### src/rtl/apb_manager_arb.sv
// apb_manager_arb: round-robin two-requester APB manager with ACCESS-phase timeout abort.
module apb_manager_arb #(
  parameter int ADDR_W  = 4,
  parameter int DATA_W  = 32,
  parameter int TIMEOUT = 15
) (
  input  logic              PCLK,
  input  logic              PRESET,
  input  logic              req0_valid,
  input  logic              req0_write,
  input  logic [ADDR_W-1:0] req0_addr,
  input  logic [DATA_W-1:0] req0_wdata,
  output logic              req0_done,
  output logic              req0_err,
  output logic [DATA_W-1:0] req0_rdata,
  input  logic              req1_valid,
  input  logic              req1_write,
  input  logic [ADDR_W-1:0] req1_addr,
  input  logic [DATA_W-1:0] req1_wdata,
  output logic              req1_done,
  output logic              req1_err,
  output logic [DATA_W-1:0] req1_rdata,
  output logic [ADDR_W-1:0] PADDR,
  output logic              PWRITE,
  output logic              PSEL,
  output logic              PENABLE,
  output logic [DATA_W-1:0] PWDATA,
  input  logic [DATA_W-1:0] PRDATA,
  input  logic              PREADY
);
  localparam int CW = TIMEOUT > 1 ? $clog2(TIMEOUT + 1) : 1;
  typedef enum logic [1:0] {IDLE, SETUP, ACCESS, DONE} state_t;
  state_t state, next;
  logic gnt, rr, pick, any, expire, fin, wr;
  logic [CW-1:0] cnt;
  // rr holds the port that wins the next tie, i.e. the one not granted last
  assign any    = req0_valid | req1_valid;
  assign pick   = (req0_valid & req1_valid) ? rr : req1_valid;
  assign wr     = pick ? req1_write : req0_write;
  assign expire = (TIMEOUT != 0) && !PREADY && (32'(cnt) + 1 >= TIMEOUT);
  assign fin    = (state == ACCESS) && (PREADY || expire);
  always_comb begin
    next = state;
    case (state)
      IDLE:    next = any ? SETUP : IDLE;
      SETUP:   next = ACCESS;
      ACCESS:  next = fin ? DONE : ACCESS;
      default: next = IDLE;
    endcase
  end
  always_ff @(posedge PCLK or posedge PRESET) begin
    if (PRESET) begin
      state      <= IDLE;
      gnt        <= 1'b0;
      rr         <= 1'b0;
      cnt        <= '0;
      PSEL       <= 1'b0;
      PENABLE    <= 1'b0;
      PWRITE     <= 1'b0;
      PADDR      <= '0;
      PWDATA     <= '0;
      req0_done  <= 1'b0;
      req0_err   <= 1'b0;
      req0_rdata <= '0;
      req1_done  <= 1'b0;
      req1_err   <= 1'b0;
      req1_rdata <= '0;
    end else begin
      state     <= next;
      PSEL      <= (next == SETUP) || (next == ACCESS);
      PENABLE   <= next == ACCESS;
      cnt       <= (state == ACCESS && !PREADY) ? cnt + 1'b1 : '0;
      req0_done <= fin && !gnt;
      req1_done <= fin && gnt;
      req0_err  <= fin && !gnt && expire;
      req1_err  <= fin && gnt && expire;
      if (state == IDLE && any) begin
        gnt    <= pick;
        rr     <= ~pick;
        PADDR  <= pick ? req1_addr : req0_addr;
        PWRITE <= wr;
        PWDATA <= wr ? (pick ? req1_wdata : req0_wdata) : '0;
      end
      // an abort clears rdata even for writes; a completed write leaves it alone
      if (fin && !gnt && (!PREADY || !PWRITE)) req0_rdata <= PREADY ? PRDATA : '0;
      if (fin && gnt && (!PREADY || !PWRITE)) req1_rdata <= PREADY ? PRDATA : '0;
    end
  end
endmodule

### config.mk
export PLATFORM = sky130hd
export DESIGN_NAME = apb_manager_arb
export DESIGN_NICKNAME = d
export VERILOG_FILES = /design/src/rtl/apb_manager_arb.sv
export SDC_FILE = /design/constraint.sdc
export NUM_CORES = 1
export LEC_CHECK = 0
export CAP_MARGIN = 10
export CORE_ASPECT_RATIO = 0.7
export CORE_MARGIN = 5
export CORE_UTILIZATION = 45
export CTS_CLUSTER_SIZE = 14
export DETAILED_ROUTE_END_ITERATION = 16
export GPL_ROUTABILITY_DRIVEN = 0
export GPL_TIMING_DRIVEN = 0
export PLACE_DENSITY = 0.82
export SLEW_MARGIN = 5
export SYNTH_ARGS = -nofsm -noshare
export SYNTH_HDL_FRONTEND = slang
export SYNTH_SLANG_ARGS = --single-unit
### constraint.sdc
create_clock -name PCLK -period 10.7 [get_ports PCLK]
set_clock_uncertainty 0.15 [all_clocks]
set_input_delay 1.07 -clock PCLK [delete_from_list [all_inputs] [get_ports PCLK]]
set_output_delay 1.07 -clock PCLK [all_outputs]
set_load 0.02 [all_outputs]
==> results of run 1 <==
[power by group through the flow]
stage / Sequential, mW / Combinational [mW] / Clock, mW
4_1_cts: 0.746 / 1.18 / 0.612
3_3_place_gp: 0.739 / 1.14 / 0
5_1_grt: 0.771 / 1.24 / 0.633
2_1_floorplan: 0.955 / 0.416 / 0
3_5_place_dp: 0.751 / 1.17 / 0
6_report: 0.747 / 1.17 / 0.603
[worst max path at each step]
stage               start          to  slack (ps)  cells past startpoint
2_1_floorplan      PRESET    PADDR[0]        6440                      1
3_3_place_gp       PRESET   req0_done        4880                      2
3_5_place_dp   req1_valid  PWDATA[26]        7610                      6
4_1_cts            PWRITE      PWRITE        7930                      1
5_1_grt        req1_valid   PWDATA[8]        7840                      6
6_report           PWRITE      PWRITE        7940                      1
[area by class of cell]
cell class / instances / area (um^2)
timing repair buffer: 218 / 2200
clock inverter: 9 / 150
inverter: 71 / 272
tap: 157 / 196
sequential: 115 / 2880
multi-input combinational: 294 / 2190
fill: 793 / 3300
clock buffer: 23 / 488
buffer: 31 / 179
[placed cells by master (no fill, tap or decap), types with 4 or more instances in the layout]
cell type / instances
o211ai_1: 4
nor3_1: 4
a221o_1: 4
o32ai_2: 7
dfrtp_1: 115
bufinv_16: 4
nor2_1: 14
nand2_1: 89
buf_2: 11
buf_6: 6
o31ai_2: 53
ha_1: 6
o21ai_1: 8
clkbuf_1: 14
o21ai_0: 26
clkdlybuf4s50_1: 217
nand3_1: 12
clkbuf_16: 17
mux2i_1: 32
clkbuf_8: 4
inv_1: 69
[flip-flops by register name, indices dropped and copies added, names as in the netlist, 2 cells and up]
name and count:
req0_rdata 32, cnt 4, state 2, PADDR 4, req1_rdata 32, PWDATA 32
[worst reg2reg max path, cell delays in order (launching register included)]
cell and delay (ps):
dfrtp_1 380, inv_1 90, ha_1 270, nand2_2 190
nor2_2 320, or2_1 150, clkbuf_1 190, buf_2 330
o32ai_2 120
[per-stage QoR]
step                      hold WS, ps  power [mW]  instance area, um^2  worst slack [ps]  std cells
after floorplan                   337        1.37                 5510              6440        511
after global placement            312        1.88                 7880              4880        885
after detailed placement          320        1.92                 7920              7610        886
after CTS                         331        2.54                 8550              7930        918
after global routing              359        2.65                 8550              7840        918
final                             327        2.51                 8550              7940        918
[logic make-up after synthesis]
family | Yosys count | synth area share, %
fa+ha+maj | 6 | 1.36
buf+inv | 102 | 8.08
mux | 32 | 5.81
flops | 115 | 52.2
xor+xnor | 2 | 0.454
compound gates | 113 | 20.4
simple gates | 141 | 11.8
[per-layer routing]
metal	vias to the layer above	GRT usage [%]
met2	180	38.6
met4	0	7.16
met1	2287	28.4
li1	2196	-
met3	18	6.72
met5	-	0
==> metrics.md, run 1 <==
| Metric | Value |
|---|---|
| Outcome | finished clean |
| Slew at the pin closest to its max-slew limit | 538 ps |
| Critical R2R Capture | req1_rdata[2] |
| Sequential fraction of the synthesis area | ~52% |
| Final setup vio count | 0 |
| WL met3 | 1.28 mm |
| CTS Hold Buffers Added | 0 |
| FMAX | 362 MHz |
| Layout area overhead | 55.1% |
| All-layer global routing usage | 22.7% |
| Internal | 1.60 mW |
| Synthesized Nets | 628 |
| HP Class | reg2reg |
| Syn avg cell area | 10.8 um^2 |
| Share of the synthesized area in the top cell type | 52.2% |
| Cell family with most CP delay | buffers and inverters |
| Initial antenna violation count | 0 |
| CTS root buf | clkbuf_16 |
| Hold Path Depth | 2 |
| TritonCTS clock tree | done |
| Clock Latency Late Sink | 400 ps |
| Prevailing post-synth register cell | dfrtp_1 |
| Antenna Cells | 0 |
| Max_slew headroom | 64.1% |
| Pre-Repair DR Iteration Count | 5 |
| Pwr dens | 294 nW/um^2 |
| Port bufs | roughly 220 |
| Critical path startpoint category | flip-flop |
| DRT met1 WL | 6.73 mm |
| R2R Setup Slk | 8350 ps |
| DP Wirelength | roughly 12 mm |
| Required @ worst endpoint | 9480 ps |
| Critical path capture point type | output pin |
| Setup TNS | 0 ps |
| Final worst path period share | about a quarter |
| Hold path startpoint | PWDATA[3] |
| Number of CTS-inserted buffers | 17 |
| Iter 0 DRT Violations | 220 |
| Max IR drop VDD | around 0.18 mV |
| Row count | 33 |
| Worst reg-to-reg path cell count | 8 |
| Crit path DAT | 1540 ps |
| Critical path's slowest cell | clkdlybuf4s50_1 |
| Yosys top cell by area | dfrtp_1 |
| CTS clk-pin slew, worst paths | 50 ps |
| Sw Pwr | 0.914 mW |
| Maximum Capacitance Violations | 0 |
| Critical path peak fanout | 9 |
| Async S/R FF share, synth | 100% |
| Comb power frac | 46.3% |
| Chip width | 142 um |
| Synth Instances | slightly above 500 |
| Crit path buf inv count | 1 |
| Yosys reg bits | roughly 120 |
| Syn Std Cell Area | 5510 um^2 |
| H-tree depth | 4 |
| Clock Sinks | 115 |
| Net Sw Frac | 36.3% |
| Final slew viol count | 0 |
| Finished Core Util | 72.2% |
| Clk network pwr share | 24.0% |
| Sequential Power Share | 29.7% |
| Nets@finish | 865 |
| Clk buf depth | 2 |
| Vias in the first global route | approximately 5000 |
| Crit-path cells | clkdlybuf4s50_1 |
| Pleak | 3.82 nW |
| Final min period | 2760 ps |
| Post-CTS resize count | 0 |
| Routed vias/inst | between 5 and 6 |
| Vias post-DR | 4681 |
| Routed Antenna Nets | 0 |
| Most common cell in the netlist | dfrtp_1 |
| Final wirelength | 16.4 mm |
| RSZ-0062 raised after global routing | no |
| DR WL/cell | 17.8 um |
| Max layer used | met4 |
| Crit path largest cell delay | 670 ps |
| Top post-synthesis cells by area | dfrtp_1, o31ai_2, nand2_1 |
| Yosys warns | 0 |
| Unique masters post-synth | 43 |
| Setup bufs post-CTS | 0 |
| EDFF count, synth | 0 |
| Synth cell count leaders | dfrtp_1, nand2_1, inv_1 |
| Layout cells sized above 1 | 16.2% |
| Initial Util | 46.5% |
| Total congestion overflow | 0 |
| IO Count | roughly 220 |
| Remaining DRCs | 0 |
| Global-route wire length before repair | 25.8 mm |
| R2R Path Start | state[0] |
| Core ar. | 11900 um^2 |
| Die area | 14600 um^2 |
| Setup CP Type | reg2out |
| Largest net degree at the start of global routing | 61 |
| Die height | 103 um |
| WHS Endpoint | PWDATA[3] |
| Final Hold Vio Count | 0 |
| Met2 wire len | 8.08 mm |
(Power assumes the default switching activity.)
==> inputs of run 2 (changes only) <==
--- a/config.mk
+++ b/config.mk
@@ -8,12 +8,12 @@
 export CAP_MARGIN = 10
 export CORE_ASPECT_RATIO = 0.7
 export CORE_MARGIN = 5
-export CORE_UTILIZATION = 45
+export CORE_UTILIZATION = 40
 export CTS_CLUSTER_SIZE = 14
 export DETAILED_ROUTE_END_ITERATION = 16
 export GPL_ROUTABILITY_DRIVEN = 0
 export GPL_TIMING_DRIVEN = 0
-export PLACE_DENSITY = 0.82
+export PLACE_DENSITY = 0.78
 export SLEW_MARGIN = 5
 export SYNTH_ARGS = -nofsm -noshare
 export SYNTH_HDL_FRONTEND = slang
==> constraint.sdc (replaced) <==
create_clock -name PCLK -period 2.2 [get_ports PCLK]
set_clock_uncertainty 0.15 [all_clocks]
set_input_delay 0.22 -clock PCLK [delete_from_list [all_inputs] [get_ports PCLK]]
set_output_delay 0.22 -clock PCLK [all_outputs]
set_load 0.02 [all_outputs]
==> metrics.md, run 2 (same netlist as run 1, synthesis figures left out) <==
| Metric | Value |
|---|---|
| Pleak | 3.83 nW |
| Vias post-DR | 4694 |
| Nets@finish | 867 |
| H-tree depth | 4 |
| Max IR drop VDD | ~0.7 mV |
| Highest-count cells in the layout ignoring fill and taps | clkdlybuf4s50_1, dfrtp_1, nand2_1, inv_1, o31ai_2 |
| Outcome | finished clean |
| R2R Setup Slk | about 88 ps |
| Vias in the first global route | 5094 |
| Largest net degree at the start of global routing | 33 |
| Final slew viol count | 0 |
| Iter 0 DRT Violations | between 200 and 250 |
| Setup CP Type | reg2reg |
| CTS root buf | clkbuf_16 |
| Antenna Cells | 0 |
| Initial Util | 41.4% |
| Final min period | about 2100 ps |
| Final worst path period share | 96.0% |
| Final wirelength | 16.6 mm |
| Chip width | 150 um |
| CTS Hold Buffers Added | 0 |
| Row count | 35 |
| Final Hold Vio Count | 0 |
| Number of CTS-inserted buffers | 17 |
| Fillers | 1026 |
| Max_slew headroom | 59.7% |
| Core ar. | 13300 um^2 |
| Port bufs | 217 |
| Total congestion overflow | 0 |
| Clock Sinks | 115 |
| TritonCTS clock tree | done |
| All-layer global routing usage | 21.0% |
| RSZ-0062 raised after global routing | yes |
| Global-route wire length before repair | 26.5 mm |
| Hold slack | 78.8 ps |
| Remaining DRCs | 0 |
| Initial antenna violation count | 0 |
| Pre-Repair DR Iteration Count | 4 |
| Layout cells sized above 1 | 17.7% |
| DP Wirelength | 12.9 mm |
| Maximum Capacitance Violations | 0 |
| Setup TNS | 0 ps |
| Clock Latency Late Sink | 400 ps |
| Routed vias/inst | 4.95 |
| Placed inst area | 7980 um^2 |
| Layout area overhead | 56.5% |
| Crit path DAT | 2220 ps |
| Routed Antenna Nets | 0 |
| Critical path capture point type | flip-flop |
| DR WL/cell | 17.5 um |
| Final setup vio count | 0 |
| Critical path startpoint category | flip-flop |
| IO Count | 218 |
| Clk buf depth | 2 |
| HP Class | in2async |
| Commonest non-fill, non-tap cell in the layout | clkdlybuf4s50_1 |
| Design area | 8630 um^2 |
| Die area | 16300 um^2 |
| Die height | 108 um |
| Register area | 2880 um^2 |
| Required @ worst endpoint | 2310 ps |
| Pwr dens | 1400 nW/um^2 |
| Top flop regs | PWDATA: 32 flops, req0_rdata: 32 flops, req1_rdata: 32 flops |
| Area of the multi-input gates | 2230 um^2 |
| Slew at the pin closest to its max-slew limit | 604 ps |
| CTS clk-pin slew, worst paths | 60 ps |
| Critical path peak fanout | 10 |
| FMAX | 474 MHz |
==> run 2: cell types whose count changed in the layout (fill, tap and decap cells not counted), moves of 2 or more <==
cell	before	now
buf_12	0	3
buf_2	11	8
buf_6	6	9
bufinv_16	4	2
clkbuf_1	14	7
clkbuf_2	0	4
clkbuf_8	4	0
clkinv_4	0	6
nor2_1	14	12
nor2_4	0	2
==> run 2: final timing paths <==
kind | start | to | cells after the start
max | cnt[0] | req1_rdata[2] | 7
max in group asynchronous | PRESET | req0_done | 5
min in group PCLK | PRDATA[21] | req0_rdata[21] | 3
min reg2reg | PWDATA[3] | PWDATA[3] | 2
max reg2reg | cnt[0] | req1_rdata[2] | 7
min | PRESET | PWDATA[8] | 2
==> run 2: area by class of cell <==
| class | instances | area share [%] |
|---|---|---|
| clock buffer | 17 | 4.93 |
| clock inverter | 15 | 1.86 |
| sequential | 115 | 33.3 |
| timing repair buffer | 221 | 25.9 |
| tap | 185 | 2.68 |
| inverter | 71 | 3.13 |
| multi-input combinational | 294 | 25.8 |
| buffer | 30 | 2.30 |
==> run 2: worst max-delay path, cell delays in order, from the launching register on <==
cell and delay, ps:
dfrtp_1 430, ha_1 280, xor2_2 220, o21ai_4 150, nor4_4 270, buf_4 190, buf_6 170, o32ai_2 100
==> run 2: layer usage <==
layer | vias up | GRT usage (%) | part of all wire [%]
met5 | - | 0 | 0
met4 | 0 | 7.44 | 2.0
met3 | 28 | 6.58 | 7.2
met2 | 177 | 35.1 | 49
met1 | 2289 | 25.7 | 42
li1 | 2200 | - | -
==> run 2: repair_timing <==
| action | 4_1_cts | 5_1_grt |
|---|---|---|
| endpoints found under the setup margin | 60 | 83 |
| setup buffers | 0 | 1 |
| resized for setup | 4 | 18 |
| pin swaps | 0 | 3 |
==> run 2: where the power goes <==
part | internal [mW] | switching [mW]
sequential | 3.05 | 0.584
clock | 1.68 | 1.07
combinational | 2.75 | 2.94
total | 7.48 | 4.60
==> run 2: metrics by stage <==
stage	power, mW	std cells	utilization, %	setup slack (ps)
global placement	9.14	913	59.5	-646
finish	12.1	948	64.8	88.3
floorplan	6.67	511	-	323
global route	12.8	948	64.8	-47.8
CTS	12.2	948	64.4	17.3
detailed placement	9.35	916	60.0	-99.4
==> inputs of run 3 (changes only) <==
--- a/config.mk
+++ b/config.mk
@@ -13,6 +13,7 @@
 export DETAILED_ROUTE_END_ITERATION = 16
 export GPL_ROUTABILITY_DRIVEN = 0
 export GPL_TIMING_DRIVEN = 0
+export MAX_ROUTING_LAYER = met4
 export PLACE_DENSITY = 0.78
 export SLEW_MARGIN = 5
 export SYNTH_ARGS = -nofsm -noshare
==> metrics.md, run 3 (same netlist as run 1, synthesis figures left out) <==
| Metric | Value |
|---|---|
| Final wirelength | roughly 17 mm |
| IO Count | 218 |
| Layout cells sized above 1 | 17.7% |
| Antenna Cells | 0 |
| Design area | 8630 um^2 |
| Commonest non-fill, non-tap cell in the layout | clkdlybuf4s50_1 |
| Core ar. | 13300 um^2 |
| HP Class | in2async |
| Crit-path cells | ha_1 > xor2_2 > o21ai_4 > nor4_4 > buf_4 > buf_6 > o32ai_2 |
| Remaining DRCs | 0 |
| Setup CP Type | reg2reg |
| Nets@finish | slightly below 900 |
| Final cell count without fillers | 948 |
| DR WL/cell | ~17 um |
| Largest net degree at the start of global routing | 33 |
| Slew at the pin closest to its max-slew limit | 618 ps |
| Crit path buf inv count | 2 |
| Die area | 16300 um^2 |
| Maximum Capacitance Violations | 0 |
| Final min period | 2110 ps |
| Clock Sinks | between 100 and 150 |
| Fillers | 1026 |
| Max_slew headroom | ~59% |
| Port bufs | 217 |
| FMAX | 474 MHz |
| H-tree depth | 4 |
| Cells after DPL | 916 |
| Layout area overhead | 56.5% |
| Pre-Repair DR Iteration Count | 4 |
| Max IR drop VDD | 0.693 mV |
| Cell family with most CP delay | flip-flops |
| Top flop regs | PWDATA: 32 flops, req0_rdata: 32 flops, req1_rdata: 32 flops |
| Power, Total | ~12 mW |
| Finished Core Util | between 60% and 70% |
| Total congestion overflow | 0 |
| Crit path DAT | 2220 ps |
| Clock Latency Late Sink | 410 ps |
| CTS root buf | clkbuf_16 |
| Routed vias/inst | 4.92 |
| Global-route wire length before repair | 26.5 mm |
| Clk buf depth | 2 |
| Pleak | about 3.8 nW |
| Number of CTS-inserted buffers | 17 |
| Vias in the first global route | roughly 5100 |
| RSZ-0062 raised after global routing | yes |
| CTS Hold Buffers Added | 0 |
| Final Hold Vio Count | 0 |
| Initial antenna violation count | 0 |
| Critical path capture point type | flip-flop |
| Vias post-DR | between 4000 and 5000 |
| Critical path startpoint category | flip-flop |
| Routed Antenna Nets | 0 |
| Final slew viol count | 0 |
| DP Wirelength | about 13 mm |
| All-layer global routing usage | 21.6% |
| Final worst path period share | 95.8% |
| Critical path's slowest cell | dfrtp_1 |
| Placed inst area | 7980 um^2 |
| Initial Util | 41.4% |
| Pwr dens | roughly 1400 nW/um^2 |
| Crit path largest cell delay | around 430 ps |
| Iter 0 DRT Violations | 245 |
| Row count | 35 |
| Chip width | 150 um |
| TritonCTS clock tree | done |
| CTS clk-pin slew, worst paths | 60 ps |
| Die height | 108 um |
| Final setup vio count | 0 |
| Highest-count cells in the layout ignoring fill and taps | clkdlybuf4s50_1, dfrtp_1, nand2_1, inv_1, o31ai_2 |
| Outcome | finished clean |
| Critical path peak fanout | 10 |
| Required @ worst endpoint | 2310 ps |
run 3: cell counts in the layout (fill, tap and decap cells not counted):
No cell type changed its count.
run 3: metal layers:
layer  part of all wire, %  track usage, %  wire length (um)
met1                    42            26.2              7030
met5                     0               -                 0
met4                   2.3            7.44               386
met2                    49            35.1              8070
met3                   6.7            5.70              1110
run 3: cell type report:
class	count	area, um^2	share of cell area, %
Sequential cell	115	2880	33.3
Buffer	30	199	2.30
Timing Repair Buffer	221	2240	25.9
Inverter	71	270	3.13
Tap cell	185	231	2.68
Multi-Input combinational cell	294	2230	25.8
Clock buffer	17	425	4.93
Clock inverter	15	160	1.86
run 3: per-stage QoR:
| stage | setup TNS, ps | setup slack [ps] | hold slack [ps] |
|---|---|---|---|
| after detailed placement | -2700 | -99.4 | 323 |
| after floorplan | 0 | 323 | 194 |
| after global placement | -73230 | -646 | 312 |
| final | 0 | 92.3 | 84.1 |
| after global routing | -268 | -47.8 | 132 |
| after CTS | 0 | 17.3 | 92.8 |
run 3: worst paths after layout:
path                       startpoint              to  slack (ps)  cells past startpoint
max reg2reg                    cnt[0]   req1_rdata[2]          90                      7
min                            PRESET       PWDATA[8]          80                      2
max                            cnt[0]   req1_rdata[2]          90                      7
min in group PCLK          PRDATA[21]  req0_rdata[21]         250                      3
max in group asynchronous      PRESET       req0_done         790                      5
min reg2reg                 PWDATA[3]       PWDATA[3]         330                      2
run 3: where the power goes:
part	switching, mW	total, mW	leakage (nW)	internal [mW]
clock network	1.06	2.74	0.289	1.68
logic	2.95	5.70	2.09	2.75
registers	0.585	3.64	1.45	3.05
run 3: timing repair:
item                                    CTS  global route
gates resized for setup                   4            18
endpoints found under the setup margin   60            83
pin swaps                                 0             3
buffers inserted                          0             1
